File: config.mk
export PLATFORM = sky130hd
export DESIGN_NAME = ht_reset_seq
export DESIGN_NICKNAME = d
export VERILOG_FILES = /design/src/rtl/ht_reset_seq.sv
export SDC_FILE = /design/constraint.sdc
export NUM_CORES = 1
export LEC_CHECK = 0
export CAP_MARGIN = 0
export CORE_MARGIN = 3
export CORE_UTILIZATION = 50
export DETAILED_ROUTE_END_ITERATION = 7
export PLACE_DENSITY = 0.73
export SETUP_SLACK_MARGIN = 0.2
export SYNTH_ARGS = -nofsm -noshare
export SYNTH_HDL_FRONTEND = slang
export SYNTH_SLANG_ARGS = --single-unit
File: constraint.sdc
create_clock -name clk -period 2.05 [get_ports clk]
set_input_delay 0.3075 -clock clk [delete_from_list [all_inputs] [get_ports clk]]
set_output_delay 0.3075 -clock clk [all_outputs]
set_load 0.1 [all_outputs]
File: src/rtl/ht_reset_seq.sv
// Reset sequencer: holds the synchronous active-high reset until the clock is locked
// and the hold interval has elapsed. Also handles host soft resets and counts lock losses.
`timescale 1ns/1ps
module ht_reset_seq #(
  parameter int SYNC_STAGES = 3,
  parameter int LOCK_FILTER = 16,
  parameter int HOLD_CYCLES = 64,
  localparam int CNT_MAX = (LOCK_FILTER > HOLD_CYCLES) ? LOCK_FILTER : HOLD_CYCLES,
  localparam int CNT_W = $clog2(CNT_MAX + 1)
) (
  input  logic       clk,
  input  logic       i_reset_n,
  input  logic       i_locked,
  input  logic       i_soft_reset,
  output logic       o_reset,
  output logic [1:0] o_state,
  output logic [7:0] o_lock_loss_cnt
);

  typedef enum logic [1:0] {
    ST_ASSERT    = 2'd0,
    ST_LOCK_WAIT = 2'd1,
    ST_HOLD      = 2'd2,
    ST_RUN       = 2'd3
  } state_t;

  localparam logic [CNT_W-1:0] LF_LAST   = CNT_W'(LOCK_FILTER - 1);
  localparam logic [CNT_W-1:0] HOLD_LAST = CNT_W'(HOLD_CYCLES - 1);

  logic [SYNC_STAGES-1:0] rst_sync;
  logic [SYNC_STAGES-1:0] lock_sync;
  logic                   rst_released;
  logic                   lock_ok;

  state_t           state, state_d;
  logic [CNT_W-1:0] cnt, cnt_d;
  logic             loss_inc;

  always_ff @(posedge clk or negedge i_reset_n) begin
    if (!i_reset_n) begin
      rst_sync  <= '0;
      lock_sync <= '0;
    end else begin
      rst_sync  <= {rst_sync[SYNC_STAGES-2:0], 1'b1};
      lock_sync <= {lock_sync[SYNC_STAGES-1-1:0], i_locked};
    end
  end

  // ASSERT is left on the same edge the release reaches the end of the chain.
  assign rst_released = rst_sync[SYNC_STAGES-2] | rst_sync[SYNC_STAGES-1];
  assign lock_ok      = lock_sync[SYNC_STAGES-1];

  always_comb begin
    state_d  = state;
    cnt_d    = cnt;
    loss_inc = 1'b0;
    case (state)
      ST_ASSERT: begin
        cnt_d = '0;
        if (rst_released) state_d = ST_LOCK_WAIT;
      end
      ST_LOCK_WAIT: begin
        if (!lock_ok) begin
          cnt_d = '0;
        end else if (cnt == LF_LAST) begin
          state_d = ST_HOLD;
          cnt_d   = '0;
        end else begin
          cnt_d = cnt + CNT_W'(1);
        end
      end
      ST_HOLD: begin
        // Lock loss outranks soft reset, which outranks hold completion.
        if (!lock_ok) begin
          state_d  = ST_LOCK_WAIT;
          cnt_d    = '0;
          loss_inc = 1'b1;
        end else if (i_soft_reset) begin
          cnt_d = '0;
        end else if (cnt == HOLD_LAST) begin
          state_d = ST_RUN;
          cnt_d   = '0;
        end else begin
          cnt_d = cnt + CNT_W'(1);
        end
      end
      ST_RUN: begin
        if (!lock_ok) begin
          state_d  = ST_LOCK_WAIT;
          cnt_d    = '0;
          loss_inc = 1'b1;
        end else if (i_soft_reset) begin
          state_d = ST_HOLD;
          cnt_d   = '0;
        end
      end
      default: begin
        state_d = ST_ASSERT;
        cnt_d   = '0;
      end
    endcase
  end

  always_ff @(posedge clk or negedge i_reset_n) begin
    if (!i_reset_n) begin
      state           <= ST_ASSERT;
      cnt             <= '0;
      o_reset         <= 1'b1;
      o_lock_loss_cnt <= 8'd0;
    end else begin
      state   <= state_d;
      cnt     <= cnt_d;
      o_reset <= (state_d != ST_RUN);
      if (loss_inc && (o_lock_loss_cnt != 8'hFF))
        o_lock_loss_cnt <= o_lock_loss_cnt + 8'd1;
    end
  end

  assign o_state = state;

endmodule

==> run metrics, run 1 <==
pwr/cell area 787.1 nW/um^2; row count 17; RePlAce Congestion 0.8101; Synth Instances 123; clk_lat worst skew 0.32 ns; fin. max-slew vios 0; IO buf count 14; fin crit share 0.8656; total of max-cap violations 0; CTS Buf Count 3; Die W 56.33 um; DR vias/cell 5.918; TNS Setup 0 ns; wire length of the first global-routing pass 3.946 mm; yosys warns 0; commonest register cell after synthesis dfrtp_1; Filler cells 191; CTS tree built; Root Driver clkbuf_4; TritonRoute pass-1 iters 4; Final ANT Viol Nets 0; run status finished, final reports clean; Mapped Avg Cell Area 10.29 um^2; vias 1006; Final Non-Filler Cells 170; # diodes 0; Post-synth EDFFs 0; cell area after synthesis 1266 um^2; CTS clk-pin slew, worst paths 0.14 ns; Hold Worst Slack 0.3214 ns; endpoints failing hold 0; maximum VDD drop 0.0007925 V; area of the die 3173 um^2; largest net degree at the start of global routing 25; Worst Path Arrival 1.98 ns; synth unique cells 46; total power 1.179 mW; clock sinks 24; Final Setup Violations 0; kind of critical path flip-flop to flip-flop; antenna violations before repair 0; Post-synth ARST share 1.000; # H-tree levels 1; Total Wirelength 2.373 mm; critical path capture point type flip-flop; CTS max path bufs 2; min Tclk post-route 1.774 ns; Worst Path Required 2.25 ns; syn_nets 133; GR Overflow Total 0; Startpoint Class flip-flop; synthesized flop and latch total 24; DR WL/cell 13.96 um; hold bufs inserted after CTS 0; core area 2297 um^2; RSZ-0062 raised after global routing yes; layout overhead on the synthesized area 18.28%; worst min path class input pin to asynchronous set/reset pin; Post-route DRC 0; Pleak 0.6521 nW; DR iter-0 viols 33; vias in the first global route 949; Nets 153; Fmax 0.5636 GHz; Placed Instances 164; share of cells above drive strength 1 0.2465; I/O Pins 15; Critical Path Max Stage Delay 0.53 ns; HPWL after detailed placement 1.730 mm; Crit Path Max Fanout 6; Seq/Total Area, Yosys 0.4753; most frequent cells in the layout dfrtp_1, buf_4, nand2_1; clk_skew 0.004699 ns; CP max-delay cell dfrtp_4; DIE HEIGHT 56.33 um; initial core utilization 0.5512; crit-path cells inv_1 > ha_1 > and2_1 > o311a_1 > buf_4 > o211ai_1 > o311ai_1; total track usage 0.1564
[final timing paths]
| kind | startpoint | to | slack (ns) | cells after the start |
|---|---|---|---|---|
| worst max-delay path | o_state[0] | cnt[5] | 0.28 | 7 |
| min in group clk | lock_sync[0] | lock_sync[1] | 0.37 | 0 |
| worst max register to register | o_state[0] | cnt[5] | 0.28 | 7 |
| worst min-delay path | i_reset_n | cnt[4] | 0.32 | 2 |
| worst min register to register | lock_sync[0] | lock_sync[1] | 0.37 | 0 |
| max in group asynchronous | i_reset_n | o_reset | 1.45 | 2 |
[layer usage]
layer / track usage / wire (um) / vias up
met2: 0.2755 / 1125 / 27
met4: 0.07797 / 35 / 0
met3: 0.02299 / 108 / 4
met5: 0 / 0 / -
met1: 0.1838 / 1104 / 489
li1: - / - / 486
[repair_timing]
| item | CTS | global route |
|---|---|---|
| setup buffers | 0 | 2 |
| resized for setup | 0 | 2 |
| endpoints found under the setup margin | 0 | 2 |
[synthesized netlist by cell type, types with 3 or more instances]
cell      n  area share
inv_1     6       0.018
and2_1    3       0.015
nor3_1    4       0.016
dfrtp_1  23        0.45
o21ai_0   4       0.016
nand2_1  10       0.030
ha_1      6       0.059
nor2_1    5       0.015
nand3_1   7       0.028
xor2_1    3       0.021
o21ai_1   8       0.032
[critical path: cells and delay by family (launching register included)]
kind,cells,cell delay [ns]
AND/OR/NAND/NOR,1,0.19
adder cells (fa/ha/maj),1,0.24
AO/OA/AOI/OAI,3,0.45
buffers and inverters,2,0.24
flip-flops,1,0.53
[where the power goes]
| group | leakage, nW | switching [mW] | total (mW) | internal [mW] |
|---|---|---|---|---|
| Combinational | 0.328 | 0.196 | 0.295 | 0.0984 |
| Clock | 0.0279 | 0.148 | 0.346 | 0.198 |
| Sequential | 0.296 | 0.0321 | 0.538 | 0.506 |
[cells by family (layout without fill, tap and decap cells)]
group | after synthesis | in the layout | share of synthesized area
adders and majority gates | 6 | 6 | 0.05929
other | 1 | 1 | 0.002962
buffers and inverters | 8 | 27 | 0.03063
and+or+nand+nor | 43 | 43 | 0.1907
AOI/OAI and AO/OA | 35 | 35 | 0.1976
muxes | 1 | 1 | 0.008893
xor gates and xnor gates | 5 | 5 | 0.03459
DFF | 24 | 24 | 0.4753
[through the flow]
stage	utilization	setup slack (ns)	cell area, um^2
3_3_place_gp	0.6187	0.3063	1421
4_1_cts	0.6416	0.2661	1474
3_5_place_dp	0.6187	0.2773	1421
5_1_grt	0.6520	0.1795	1498
2_1_floorplan	-	0.2610	1282
6_report	0.6520	0.2756	1498
[state kept, by name (all words and copies together) (netlist names)]
signal	flops
cnt	7
o_state	2
lock_sync	3
rst_sync	3
o_lock_loss_cnt	8
o_reset	1
[cell type report]
type                    instances  area, um^2  share of cell area
flip-flops and latches         24       618.1              0.4127
clock inverters                 1       30.03             0.02005
inverters                       6       22.52             0.01504
multi-input cells              91       634.4              0.4236
clock buffers                   3       22.52             0.01504
well taps                      28       35.03             0.02339
repair buffers                 17       135.1             0.09023
Power figures use the tool's default switching activity.
==> inputs of run 2 (changes only) <==
--- a/config.mk
+++ b/config.mk
@@ -9,7 +9,7 @@
 export CORE_MARGIN = 3
 export CORE_UTILIZATION = 50
 export DETAILED_ROUTE_END_ITERATION = 7
-export PLACE_DENSITY = 0.73
+export DONT_BUFFER_PORTS = 1
 export SETUP_SLACK_MARGIN = 0.2
 export SYNTH_ARGS = -nofsm -noshare
 export SYNTH_HDL_FRONTEND = slang
==> run 2 against run 1 <==
Net effect: register-to-register slack improved by 0.05 ns; critical path type unchanged; worst setup slack improved by 0.050 ns; highest routed layer unchanged; global-route usage increased by 1.3 points.
==> run metrics, run 2 (synthesis gave the netlist of run 1 again) <==
antenna violations before repair 0 (unchanged); HPWL after detailed placement 1.822 mm (was 1.730 mm); RSZ-0062 raised after global routing no (was yes); layout overhead on the synthesized area 12.65% (was 18.28%); biggest regs o_lock_loss_cnt (8), cnt (7) (unchanged); Final Setup Violations 0 (unchanged); DR WL/cell 15.28 um (was 13.96 um); most frequent cells in the layout dfrtp_1, nand2_1, buf_4 (was dfrtp_1, buf_4, nand2_1); Final ANT Viol Nets 0 (unchanged); clk_lat worst skew 0.31 ns (was 0.32 ns); CTS tree built (unchanged); Flop pwr share 0.510 (was 0.456); DR iter-0 viols 28 (was 33); I/O Pins 15 (unchanged); initial core utilization 0.5512 (unchanged); clock sinks 24 (unchanged); total track usage 0.1690 (was 0.1564); pwr/cell area 740.0 nW/um^2 (was 787.1 nW/um^2); kind of critical path flip-flop to flip-flop (unchanged); row count 17 (unchanged); Int Power 677.9 uW (was 802.0 uW); run status finished, final reports clean (unchanged); DR vias/cell 5.939 (was 5.918); area of the die 3173 um^2 (unchanged); maximum VDD drop 0.0005853 V (was 0.0007925 V); Slew headroom 0.2942; CTS max path bufs 2 (unchanged); Crit Path Max Fanout 6 (unchanged); fin. max-slew vios 0 (unchanged); clock network power share 0.201 (was 0.294); Startpoint Class flip-flop (unchanged); CTS Buf Count 3 (unchanged); vias in the first global route 942 (was 949); total of max-cap violations 0 (unchanged); most common cell after layout, fill and taps aside dfrtp_1; clk_skew 0.006901 ns (was 0.004699 ns); combinational share of power 0.289 (was 0.250); # diodes 0 (unchanged); Slew @ Worst Pin 1.055 ns; # H-tree levels 1 (unchanged); Pleak 0.6130 nW (was 0.6521 nW); Nets 148 (was 153); Total Wirelength 2.522 mm (was 2.373 mm); worst min path class input pin to flip-flop (was input pin to asynchronous set/reset pin); DIE HEIGHT 56.33 um (unchanged); R2R setup slack 0.33 ns (was 0.28 ns); vias 980 (was 1006); max reg flops 8 (unchanged); Top reg by flops o_lock_loss_cnt (unchanged); largest net degree at the start of global routing 25 (unchanged); Die W 56.33 um (unchanged); GR Overflow Total 0 (unchanged); Post-route DRC 0 (unchanged); core area 2297 um^2 (unchanged); endpoints failing hold 0 (unchanged); Switching Fraction 0.3577 (was 0.3197); Worst Path Arrival 1.95 ns (was 1.98 ns); min Tclk post-route 1.725 ns (was 1.774 ns); final core occ 0.6209 (was 0.6520); share of cells above drive strength 1 0.2190 (was 0.2465); TNS Setup 0 ns (unchanged); Worst Path Required 2.27 ns (was 2.25 ns); wire length of the first global-routing pass 4.326 mm (was 3.946 mm); TritonRoute pass-1 iters 4 (unchanged); fin crit share 0.8414 (was 0.8656); IO buf count 0 (was 14); RePlAce Congestion 0.7667 (was 0.8101); critical path capture point type flip-flop (unchanged); Sw Pwr 377.6 uW (was 376.9 uW); Root Driver clkbuf_4 (unchanged); CTS clk-pin slew, worst paths 0.13 ns (was 0.14 ns); Fmax 0.5797 GHz (was 0.5636 GHz)
[run 2: changes by cell type in the layout (fill, tap and decap cells not counted), sizes merged]
cell,change
clkbuf,+1
dlygate4sd3,+2
clkdlybuf4s50,-3
bufinv,-1
buf,-4
[run 2: what timing repair did]
item                                    4_1_cts  5_1_grt
endpoints found under the setup margin        0        2
endpoints found under the hold margin        24        1
gates resized for setup                       0        2
hold buffers                                  1        1
setup buffers                                 0        0
[run 2: cell type report]
| class | instances | area (um^2) |
|---|---|---|
| multi-input cells | 91 | 629.4 |
| clock buffers | 4 | 26.28 |
| repair buffers | 12 | 95.09 |
| flip-flops and latches | 24 | 618.1 |
| inverters | 6 | 22.52 |
| well taps | 28 | 35.03 |
| fillers | 198 | 870.8 |
[run 2: per-stage QoR]
stage                     total power, mW  hold WS (ns)  area, um^2  worst slack, ns  instances
after floorplan                    0.7665       0.01191        1282           0.2610        123
after global placement             0.8262       0.01241        1376           0.3558        159
after detailed placement           0.8367       0.01251        1376           0.2841        159
after CTS                           1.059      0.006463        1413           0.2637        164
after global routing                1.110        0.3227        1426           0.2303        165
final                               1.056        0.3010        1426           0.3251        165
[run 2: worst paths after layout]
check	start	to	depth (start not counted)
min reg2reg	lock_sync[1]	lock_sync[2]	0
min	i_soft_reset	cnt[4]	3
min in group asynchronous	i_reset_n	cnt[5]	1
max reg2reg	o_state[0]	cnt[5]	6
max in group asynchronous	i_reset_n	o_state[0]	1
max	o_state[0]	cnt[5]	6
[run 2: power groups by stage]
stage	Sequential (mW)	Combinational, mW	Clock, mW
2_1_floorplan	0.614	0.153	0
3_3_place_gp	0.543	0.284	0
3_5_place_dp	0.547	0.289	0
4_1_cts	0.538	0.301	0.220
5_1_grt	0.544	0.329	0.237
6_report	0.538	0.305	0.212
[run 2: worst max-delay path, stage by stage (launching register included)]
cell	delay, ns
dfrtp_4	0.53
inv_1	0.09
ha_2	0.22
and2b_2	0.20
o311a_1	0.24
o21ai_1	0.10
o311ai_1	0.26
[run 2: routing by layer]
metal | vias to the layer above | share of wire | GRT usage
li1 | 472 | - | -
met1 | 473 | 0.46 | 0.2294
met2 | 33 | 0.48 | 0.2788
met3 | 2 | 0.047 | 0.02529
met4 | 0 | 0.0067 | 0.05085
met5 | - | 0 | 0
